[src/rtl/board_mem_arbiter_pkg.sv]
// -----------------------------------------------------------------------------
// board_mem_arbiter_pkg
// Board geometry, BRAM word/address widths, the board coordinate type, the BRAM
// owner tags and the helpers that map a board cell onto a word address and a
// bit index. Imported by the arbiter and its cell editor.
// -----------------------------------------------------------------------------
package board_mem_arbiter_pkg;

  localparam int WORD_SIZE      = 32;
  localparam int LOG_WORD_SIZE  = 5;
  localparam int BOARD_SIZE     = 64;
  localparam int LOG_BOARD_SIZE = 6;
  // BOARD_SIZE*BOARD_SIZE/WORD_SIZE = 128 words
  localparam int LOG_MAX_ADDR   = 7;

  typedef struct packed {
    logic [LOG_BOARD_SIZE-1:0] x;
    logic [LOG_BOARD_SIZE-1:0] y;
  } pos_t;

  // Who owns the read currently travelling through the BRAM latency.
  typedef enum logic [1:0] {
    OWN_NONE,
    OWN_RND,
    OWN_ENG,
    OWN_EDIT
  } mem_owner_t;

  typedef enum logic [1:0] {
    ED_IDLE,
    ED_RD_REQ,
    ED_RD_WAIT,
    ED_WR_REQ
  } edit_state_t;

  // Round-robin pointer between the engine and the editor.
  typedef enum logic {
    RR_ENG,
    RR_EDIT
  } rr_ptr_t;

  // Word holding cell (x, y); truncated to the BRAM address width.
  function automatic logic [LOG_MAX_ADDR-1:0] cell_word_addr(
    input logic [LOG_BOARD_SIZE-1:0] x,
    input logic [LOG_BOARD_SIZE-1:0] y,
    input int                        words_per_row
  );
    logic [31:0] w_full;
    w_full = 32'(y) * 32'(words_per_row) + 32'(x >> LOG_WORD_SIZE);
    return w_full[LOG_MAX_ADDR-1:0];
  endfunction

  // Cells are packed MSB-first: x offset 0 lives in bit WORD_SIZE-1.
  function automatic logic [LOG_WORD_SIZE-1:0] cell_bit_index(
    input logic [LOG_BOARD_SIZE-1:0] x
  );
    return LOG_WORD_SIZE'(WORD_SIZE - 1) - x[LOG_WORD_SIZE-1:0];
  endfunction

endpackage

[src/rtl/board_mem_arbiter_cell_toggle_fsm.sv]
// -----------------------------------------------------------------------------
// cell_toggle_fsm
// Read-modify-write editor that inverts one board cell. A toggle pulse latches
// the word address and bit index, the editor reads the word, flips the bit and
// writes it back. lock_out spans from the read grant to the write grant so the
// arbiter can keep the engine away from the word being edited.
//
// Ports:
//   clk_130mhz, rst_n  clock, asynchronous active-low reset
//   toggle_in          one-cycle pulse, ignored while busy
//   pos_in             cell to toggle
//   gnt_in             arbiter accepted this cycle's req_out
//   valid_in           editor read data valid (EDIT tag emerged)
//   rd_data_in         shared read data bus
//   req_out/we_out     access request and its direction
//   addr_out/data_out  access address and write data
//   lock_out           RMW owns the word; engine must not be granted
//   busy_out           RMW in progress
// -----------------------------------------------------------------------------
module cell_toggle_fsm
  import board_mem_arbiter_pkg::*;
#(
  parameter int WORDS_PER_ROW = BOARD_SIZE / WORD_SIZE
) (
  input  logic                    clk_130mhz,
  input  logic                    rst_n,
  input  logic                    toggle_in,
  input  pos_t                    pos_in,
  input  logic                    gnt_in,
  input  logic                    valid_in,
  input  logic [WORD_SIZE-1:0]    rd_data_in,
  output logic                    req_out,
  output logic                    we_out,
  output logic [LOG_MAX_ADDR-1:0] addr_out,
  output logic [WORD_SIZE-1:0]    data_out,
  output logic                    lock_out,
  output logic                    busy_out
);

  edit_state_t               r_state;
  edit_state_t               w_state_next;
  logic [LOG_MAX_ADDR-1:0]   r_addr;
  logic [LOG_MAX_ADDR-1:0]   w_addr_next;
  logic [LOG_WORD_SIZE-1:0]  r_bit;
  logic [LOG_WORD_SIZE-1:0]  w_bit_next;
  logic [WORD_SIZE-1:0]      r_word;
  logic [WORD_SIZE-1:0]      w_word_next;

  always_ff @(posedge clk_130mhz or negedge rst_n) begin
    if (!rst_n) begin
      r_state <= ED_IDLE;
      r_addr  <= '0;
      r_bit   <= '0;
      r_word  <= '0;
    end else begin
      r_state <= w_state_next;
      r_addr  <= w_addr_next;
      r_bit   <= w_bit_next;
      r_word  <= w_word_next;
    end
  end

  always_comb begin
    w_state_next = r_state;
    w_addr_next  = r_addr;
    w_bit_next   = r_bit;
    w_word_next  = r_word;
    req_out      = 1'b0;
    we_out       = 1'b0;
    lock_out     = 1'b0;
    busy_out     = 1'b1;
    case (r_state)
      ED_IDLE: begin
        busy_out = 1'b0;
        if (toggle_in) begin
          w_addr_next  = cell_word_addr(pos_in.x, pos_in.y, WORDS_PER_ROW);
          w_bit_next   = cell_bit_index(pos_in.x);
          w_state_next = ED_RD_REQ;
        end
      end
      ED_RD_REQ: begin
        req_out = 1'b1;
        if (gnt_in) begin
          w_state_next = ED_RD_WAIT;
        end
      end
      ED_RD_WAIT: begin
        lock_out = 1'b1;
        if (valid_in) begin
          w_word_next  = rd_data_in ^ (WORD_SIZE'(1) << r_bit);
          w_state_next = ED_WR_REQ;
        end
      end
      ED_WR_REQ: begin
        req_out  = 1'b1;
        we_out   = 1'b1;
        lock_out = 1'b1;
        if (gnt_in) begin
          w_state_next = ED_IDLE;
        end
      end
      default: begin
        w_state_next = ED_IDLE;
      end
    endcase
  end

  assign addr_out = r_addr;
  assign data_out = r_word;

endmodule

[src/rtl/board_mem_arbiter.sv]
// -----------------------------------------------------------------------------
// board_mem_arbiter
// Owns the single BRAM port and shares it between the renderer (read-only,
// absolute priority), the life engine (read/write) and the internal cursor
// cell editor. The winning access is registered onto mem_*_out; a tag pipe of
// depth MEM_LATENCY+1 follows each read so the data returning from the BRAM is
// strobed to its owner exactly once.
//
// Ports:
//   clk_130mhz, rst_n          clock, asynchronous active-low reset
//   rnd_req_in/rnd_addr_in     renderer read, never stalled
//   rnd_valid_out              renderer data strobe
//   eng_req_in/eng_we_in/eng_addr_in/eng_data_in  engine access
//   eng_gnt_out                engine grant (combinational)
//   eng_valid_out              engine read data strobe
//   rd_data_out                shared read data, qualified by the strobes
//   edit_toggle_in/edit_x_in/edit_y_in  toggle one board cell
//   edit_busy_out              editor RMW in progress
//   mem_addr_out/mem_we_out/mem_din_out  registered BRAM controls
//   mem_dout_in                BRAM read data
// -----------------------------------------------------------------------------
module board_mem_arbiter
  import board_mem_arbiter_pkg::*;
#(
  parameter int MEM_LATENCY   = 2,
  parameter int WORDS_PER_ROW = BOARD_SIZE / WORD_SIZE
) (
  input  logic                      clk_130mhz,
  input  logic                      rst_n,
  input  logic                      rnd_req_in,
  input  logic [LOG_MAX_ADDR-1:0]   rnd_addr_in,
  output logic                      rnd_valid_out,
  input  logic                      eng_req_in,
  input  logic                      eng_we_in,
  input  logic [LOG_MAX_ADDR-1:0]   eng_addr_in,
  input  logic [WORD_SIZE-1:0]      eng_data_in,
  output logic                      eng_gnt_out,
  output logic                      eng_valid_out,
  output logic [WORD_SIZE-1:0]      rd_data_out,
  input  logic                      edit_toggle_in,
  input  logic [LOG_BOARD_SIZE-1:0] edit_x_in,
  input  logic [LOG_BOARD_SIZE-1:0] edit_y_in,
  output logic                      edit_busy_out,
  output logic [LOG_MAX_ADDR-1:0]   mem_addr_out,
  output logic                      mem_we_out,
  output logic [WORD_SIZE-1:0]      mem_din_out,
  input  logic [WORD_SIZE-1:0]      mem_dout_in
);

  localparam int TAG_DEPTH = MEM_LATENCY + 1;

  // r_run keeps the engine grant low while reset is asserted and for the
  // first edge after release, so every output reads 0 in reset.
  logic                    r_run;
  rr_ptr_t                 r_rr;
  rr_ptr_t                 w_rr_next;
  logic [LOG_MAX_ADDR-1:0] r_mem_addr;
  logic [LOG_MAX_ADDR-1:0] w_addr_next;
  logic                    r_mem_we;
  logic                    w_we_next;
  logic [WORD_SIZE-1:0]    r_mem_din;
  logic [WORD_SIZE-1:0]    w_din_next;
  mem_owner_t              w_tag_next;
  mem_owner_t              w_tag_out;

  pos_t                    w_edit_pos;
  logic                    w_edit_req;
  logic                    w_edit_we;
  logic [LOG_MAX_ADDR-1:0] w_edit_addr;
  logic [WORD_SIZE-1:0]    w_edit_data;
  logic                    w_edit_lock;
  logic                    w_edit_gnt;
  logic                    w_edit_valid;
  logic                    w_edit_wins_rr;
  logic                    w_eng_xfer;

  assign w_edit_pos = '{x: edit_x_in, y: edit_y_in};

  cell_toggle_fsm #(
    .WORDS_PER_ROW (WORDS_PER_ROW)
  ) u_editor (
    .clk_130mhz (clk_130mhz),
    .rst_n      (rst_n),
    .toggle_in  (edit_toggle_in),
    .pos_in     (w_edit_pos),
    .gnt_in     (w_edit_gnt),
    .valid_in   (w_edit_valid),
    .rd_data_in (rd_data_out),
    .req_out    (w_edit_req),
    .we_out     (w_edit_we),
    .addr_out   (w_edit_addr),
    .data_out   (w_edit_data),
    .lock_out   (w_edit_lock),
    .busy_out   (edit_busy_out)
  );

  // The editor wins round-robin when it is its turn or the engine is quiet.
  assign w_edit_wins_rr = w_edit_req && ((r_rr == RR_EDIT) || !eng_req_in);
  // While locked the editor's pending write beats the engine regardless of
  // the pointer; the engine is also shut out while the read is in flight.
  assign w_edit_gnt  = r_run && !rnd_req_in && w_edit_req && (w_edit_lock || w_edit_wins_rr);
  assign eng_gnt_out = r_run && !rnd_req_in && !w_edit_lock && !w_edit_wins_rr;
  assign w_eng_xfer  = eng_req_in && eng_gnt_out;

  always_comb begin
    w_addr_next = r_mem_addr;
    w_din_next  = r_mem_din;
    w_we_next   = 1'b0;
    w_tag_next  = OWN_NONE;
    w_rr_next   = r_rr;
    if (rnd_req_in) begin
      w_addr_next = rnd_addr_in;
      w_tag_next  = OWN_RND;
    end else if (w_edit_gnt) begin
      w_addr_next = w_edit_addr;
      w_we_next   = w_edit_we;
      w_din_next  = w_edit_data;
      w_tag_next  = w_edit_we ? OWN_NONE : OWN_EDIT;
      w_rr_next   = RR_ENG;
    end else if (w_eng_xfer) begin
      w_addr_next = eng_addr_in;
      w_we_next   = eng_we_in;
      w_din_next  = eng_data_in;
      w_tag_next  = eng_we_in ? OWN_NONE : OWN_ENG;
      w_rr_next   = RR_EDIT;
    end
  end

  always_ff @(posedge clk_130mhz or negedge rst_n) begin
    if (!rst_n) begin
      r_run      <= 1'b0;
      r_rr       <= RR_ENG;
      r_mem_addr <= '0;
      r_mem_we   <= 1'b0;
      r_mem_din  <= '0;
    end else begin
      r_run      <= 1'b1;
      r_rr       <= w_rr_next;
      r_mem_addr <= w_addr_next;
      r_mem_we   <= w_we_next;
      r_mem_din  <= w_din_next;
    end
  end

  // Owner tag pipe: stage 0 lines up with the registered address, the last
  // stage with the cycle the BRAM presents that address's data.
  genvar gi;
  generate
    for (gi = 0; gi < TAG_DEPTH; gi++) begin : g_tag
      mem_owner_t r_stage;
      if (gi == 0) begin : g_head
        always_ff @(posedge clk_130mhz or negedge rst_n) begin
          if (!rst_n) r_stage <= OWN_NONE;
          else        r_stage <= w_tag_next;
        end
      end else begin : g_body
        always_ff @(posedge clk_130mhz or negedge rst_n) begin
          if (!rst_n) r_stage <= OWN_NONE;
          else        r_stage <= g_tag[gi-1].r_stage;
        end
      end
    end
  endgenerate

  assign w_tag_out     = g_tag[TAG_DEPTH-1].r_stage;
  assign rnd_valid_out = (w_tag_out == OWN_RND);
  assign eng_valid_out = (w_tag_out == OWN_ENG);
  assign w_edit_valid  = (w_tag_out == OWN_EDIT);
  assign rd_data_out   = (w_tag_out != OWN_NONE) ? mem_dout_in : '0;

  assign mem_addr_out = r_mem_addr;
  assign mem_we_out   = r_mem_we;
  assign mem_din_out  = r_mem_din;

endmodule

[config.mk]
export PLATFORM = sky130hd
export DESIGN_NAME = board_mem_arbiter
export DESIGN_NICKNAME = d
export VERILOG_FILES = /design/src/rtl/board_mem_arbiter_pkg.sv /design/src/rtl/board_mem_arbiter_cell_toggle_fsm.sv /design/src/rtl/board_mem_arbiter.sv
export SDC_FILE = /design/constraint.sdc
export NUM_CORES = 1
export LEC_CHECK = 0
export ABC_AREA = 0
export CELL_PAD_IN_SITES_DETAIL_PLACEMENT = 1
export CELL_PAD_IN_SITES_GLOBAL_PLACEMENT = 1
export CORE_MARGIN = 4
export CORE_UTILIZATION = 50
export DETAILED_ROUTE_END_ITERATION = 10
export DONT_BUFFER_PORTS = 1
export HOLD_SLACK_MARGIN = 0.08
export PLACE_DENSITY_LB_ADDON = 0.3
export SLEW_MARGIN = 10
export SYNTH_ARGS = -nofsm -noshare
export SYNTH_HDL_FRONTEND = slang
export SYNTH_SLANG_ARGS = --single-unit
[constraint.sdc]
create_clock -name clk_130mhz -period 5.51 [get_ports clk_130mhz]
set_input_delay 1.102 -clock clk_130mhz [delete_from_list [all_inputs] [get_ports clk_130mhz]]
set_output_delay 1.102 -clock clk_130mhz [all_outputs]
set_load 0.02 [all_outputs]
# [Word level (Yosys, flattened, before mapping)]
# Index checks and enable logic that the tools add are counted.
[word_totals] reg_bits=94 latchBits=0 mem_bits_rw=0 rom_bits=0 input_bits=96 output_inout_bits=76 elab_cells=75 mem_count=0
[op_classes] n_addsub=2 mul=0 n_div=0 n_lt_le_gt_ge=0 n_eq_ne=10 n_shift=1 n_mux=25 bitwise_logic=2 n_reduce_logical=23
[ops] op="$mux 32" count=3
[ops] op="$shl 1x5->32 const A" count=1
[ops] op="$xor 32x32->32" count=1
[ops] op="$mux 7" count=3
[ops] op="$mux 2" count=9
[ops] op="$mux 1" count=9
[ops] op="$eq 2x2->1 const B" count=4
[ops] op="$pmux 2 s4" count=1
[ops] op="$add 7x1->7" count=1
[ops] op="$logic_and 1x1->1" count=7
[ops] op="$ne 2x1->1 const B" count=3
[ops] op="$reduce_and 2->1" count=3
[ops] op="$sub 5x5->5 const A" count=1
[ops] op="$eq 2x1->1 const B" count=2
[ops] op="$logic_not 1->1" count=4
[ops] op="$reduce_and 4->1" count=1
[ops] op="$reduce_bool 2->1" count=2
[ops] op="$reduce_or 2->1" count=2
[ops] op="$reduce_bool 3->1" count=1
[ops] op="$logic_not 2->1" count=1
[ops] op="$logic_or 1x1->1" count=2
[ops] op="$ne 2x2->1 const B" count=1
[ops] op="$not 1->1" count=1

# [Logic depth before layout (Yosys ltp)]
[depth] depth_word=10 mapped_depth=8 ltp_nobuf=6

# [Hierarchy]
# A second synthesis with hierarchy kept.
[unflattened] hier_cells=521 area_unflattened_um2=4724.5
[by_module_without_submodules] module="board_mem_arbiter" instances=1 cells_per_inst=277 area_per_inst_um2=2413.6 seq_area_each_um2=1201.2
[by_module_without_submodules] module="cell_toggle_fsm" instances=1 cells_per_inst=244 area_per_inst_um2=2311.0 seq_area_each_um2=1151.1

# [Least setup slack after synthesis]
# Ideal clock, no wire load.
[synth_timing] path_type="input to output" startpoint="in rnd_req_in" endpoint="out eng_gnt_out" arrival_ns=1.666 required_ns=4.408 slack_ns=2.742 stages=3 path_buffers=1 cell_sequence="clkbuf_1 > nor2_1 > and4_1"
[synth_between] elab_chain_cells=4
[synth_lines] item="start, declared" line_no="board_mem_arbiter.sv:30" source="input logic rnd_req_in,"
[synth_lines] item="$logic_not 1->1" line_no="board_mem_arbiter.sv:102" source="assign eng_gnt_out = r_run && !rnd_req_in && !w_edit_lock && !w_edit_wins_rr;"
[synth_lines] item="$logic_and 1x1->1 (3 in series)" line_no="board_mem_arbiter.sv:102"
[synth_lines] item="end, declared" line_no="board_mem_arbiter.sv:37" source="output logic eng_gnt_out,"
# Every way passes these cells.

# [Final worst setup path]
[layout_timing] startpoint="reg g_tag[2].r_stage[0]" endpoint="out rd_data_out[13]"
[layout_between] elab_chain_cells=2
[layout_lines] item="start, declared" line_no="board_mem_arbiter.sv:150" source="mem_owner_t r_stage;"
[layout_lines] item="start signal, assigned" line_no="board_mem_arbiter.sv:159" source="else r_stage <= g_tag[gi-1].r_stage;"
[layout_lines] item="$reduce_bool 2->1" line_no="board_mem_arbiter.sv:169" source="assign rd_data_out = (w_tag_out != OWN_NONE) ? mem_dout_in : '0;"
[layout_lines] item="$mux 32" line_no="board_mem_arbiter.sv:169"
[layout_lines] item="end, declared" line_no="board_mem_arbiter.sv:39" source="output logic [WORD_SIZE-1:0] rd_data_out,"
# Every way passes these cells.

==> results.cfg <==
[critical_path]
timing.critical_path.cells = nor2_4 -> and2b_1
critPathArrivalTime_ns = 1.76
cpMaxStageDelayCell = nor2_4
cp_max_fo = 32
critPathMaxStageDelay_ns = 0.55
worst_ep_required_time_ns = 4.41
critical_path_class = reg -> out
end_kind = output port
cp-start-kind = register

[floorplan]
core_area_sq_um = 8890
start_util_pct = 52.4
die-area_sq_um = 10900
placementRows = 34
die_y_microns = 105
ios = 172
dieWidth_microns = 105

[timing]
fin_crit_sh_pct = 51.9
fin_skew_ns = 0.0177
maxSlewHeadroom_pct = 27.7
clock.fmax_ghz = 0.350
tightest_slew_ns = 1.08
grt_setup_unrepaired = false
finalWorstPathRequiredPeriod_ns = 2.86
finalMaxSlewViolations = 0
tns_ns = 0
hold_viol = 0
setup_viol = 0

[cells_and_area]
nNetsFinal = 604
drive_above_1_share_pct = 6.50
syn_to_final_growth_pct = 5.05
diodes = 0

[clock_network]
clock-sinks = 94
clk_latency_ns = 0.37
cts_hold_buf = 0
cts_buffers = 9
ctsResizeCount = 0
clk_pin_slew_ns = 0.09
cts_tree = built
cts-root-buf = clkbuf_8
cts_max_level = 3
cts_buffer_depth = 2
post_cts_buffers = 0

[logic_synthesis]
synth_largest_area_cell = dfrtp_1
yosysWarnings = 0
ys_types = 34
yosysMostFrequentCell = nand2_1
synth_edf_count = 0
synth_cells = 524
synth_area_leaders = dfrtp_1 (50%), nand2_1 (10%), a31oi_1 (5.2%), nor2b_1 (4.7%), o21ai_0 (4.1%)
syn_nets = 625
syn-cell-area_sq_um = 4660
synth_top_area_share_pct = 50.5
async_flop_share_pct = 100
synth.avg_cell_area_sq_um = 8.90
synth_common_cells = nand2_1 (130), dfrtp_1 (94), nor2_1 (50)
synthFlopType = dfrtp_1
yosysSeqAreaShare_pct = 50.5
synth_seq_cells = 94

[route]
via_per_inst = 5.79
dr_wl_met2_mm = 5.95
wl_met1_mm = 5.40
routedWlPerCell_microns = 20.2
postRouteAntennaNets = 0
via_count = 3568
wl_met3_microns = 902
top_layer = met4
drt_first_pass_iters = 4
drt_iter0_markers = 191
drc = 0
wl_mm = 12.4

[grt]
grt_overflow = 0
antenna_found_initial = 0
grtUsageTotal_pct = 23.0
grt_pass1_wl_mm = 20.2
grt_pass1_vias = 3826
grt_max_degree = 95

[power_and_ir_drop]
power_density_nw_per_um2 = 625
power_mw = 3.06
irDropWorstVdd_v = 0.000241
p_leak_nw = 2.08

[placement]
hpwl_mm = 9.28
gp_congestion = 0.840
portBuffers = 0

[status]
status = complete, no violations

[hold_path]
hold_path_class = reg -> reg

[job]
maxCapViolations = 0
## layer usage
| layer | GRT usage (%) | vias to the layer above |
|---|---|---|
| met2 | 38.3 | 117 |
| met5 | 0 | - |
| met4 | 6.74 | 0 |
| met3 | 6.54 | 15 |
| met1 | 29.4 | 1740 |
| li1 | - | 1696 |
## cell usage in the layout (no fill, tap or decap), drive strengths merged, types with 3 or more instances in the layout
master  count
nand2     130
clkbuf     10
mux2        8
and2b      10
nor3        6
nor3b       4
xnor2      16
dfrtp      94
nand2b      3
nand3       7
a31oi      39
inv         9
ha          5
nor2b      35
nor2       50
o21ai      38
a211oi      7
xor2       16
## power breakdown
part	internal (mW)	switching (mW)	leakage [nW]
combinational	0.388	0.745	0.905
clock	0.230	0.263	0.108
sequential	1.00	0.435	1.06
## worst paths after layout
path                       slack (ns)  cells after the start               endpoint                start
max in group asynchronous        4.92                      0  u_editor.data_out[17]                rst_n
min in group asynchronous        0.40                      0         mem_din_out[5]                rst_n
max                              2.65                      2        rd_data_out[13]  g_tag[2].r_stage[0]
min reg2reg                      0.36                      0    g_tag[2].r_stage[1]  g_tag[1].r_stage[1]
min                              0.36                      0    g_tag[2].r_stage[1]  g_tag[1].r_stage[1]
max reg2reg                      2.81                      7        mem_din_out[28]  u_editor.r_state[0]
## flip-flops by register name, summed over array words and instances (netlist names)
signal / cells
mem_we_out: 1
u_editor.data_out: 32
r_run: 1
u_editor.addr_out: 7
mem_din_out: 32
u_editor.r_state: 2
mem_addr_out: 7
u_editor.r_bit: 5
g_tag.r_stage: 6
r_rr: 1
## logic make-up after synthesis
logic type,after synthesis,synth area share [%]
simple gates,254,24.9
fa+ha+maj,5,1.34
compound gates,90,11.5
mux,9,2.15
xor+xnor,32,6.01
other cells,1,0.0804
buf+inv,39,3.57
flops,94,50.5
## metrics by stage
step	hold slack, ns	utilization, %	instance area (sq um)	cells	setup WS [ns]
floorplan	0.331	-	4660	524	2.74
global placement	0.336	52.6	4680	600	2.75
detailed placement	0.336	52.6	4680	600	2.61
CTS	0.367	55.0	4890	616	2.30
global route	0.373	55.1	4900	616	2.51
finish	0.363	55.1	4900	616	2.65
## worst max-delay path, delay by kind of cell, from the launching register on
family,cells,cell delay [ns]
DFF,1,0.47
and+or+nand+nor,2,0.91
## area by class of cell
class                           count  area [sq um]
Clock buffer                       10           138
Sequential cell                    94          2350
Fill cell                        1033          3990
Clock inverter                      6          73.8
Tap cell                          108           135
Inverter                            5          18.8
Multi-Input combinational cell    391          2160
Timing Repair Buffer                2          15.0
Note: power is estimated with default switching activity, not from simulation.
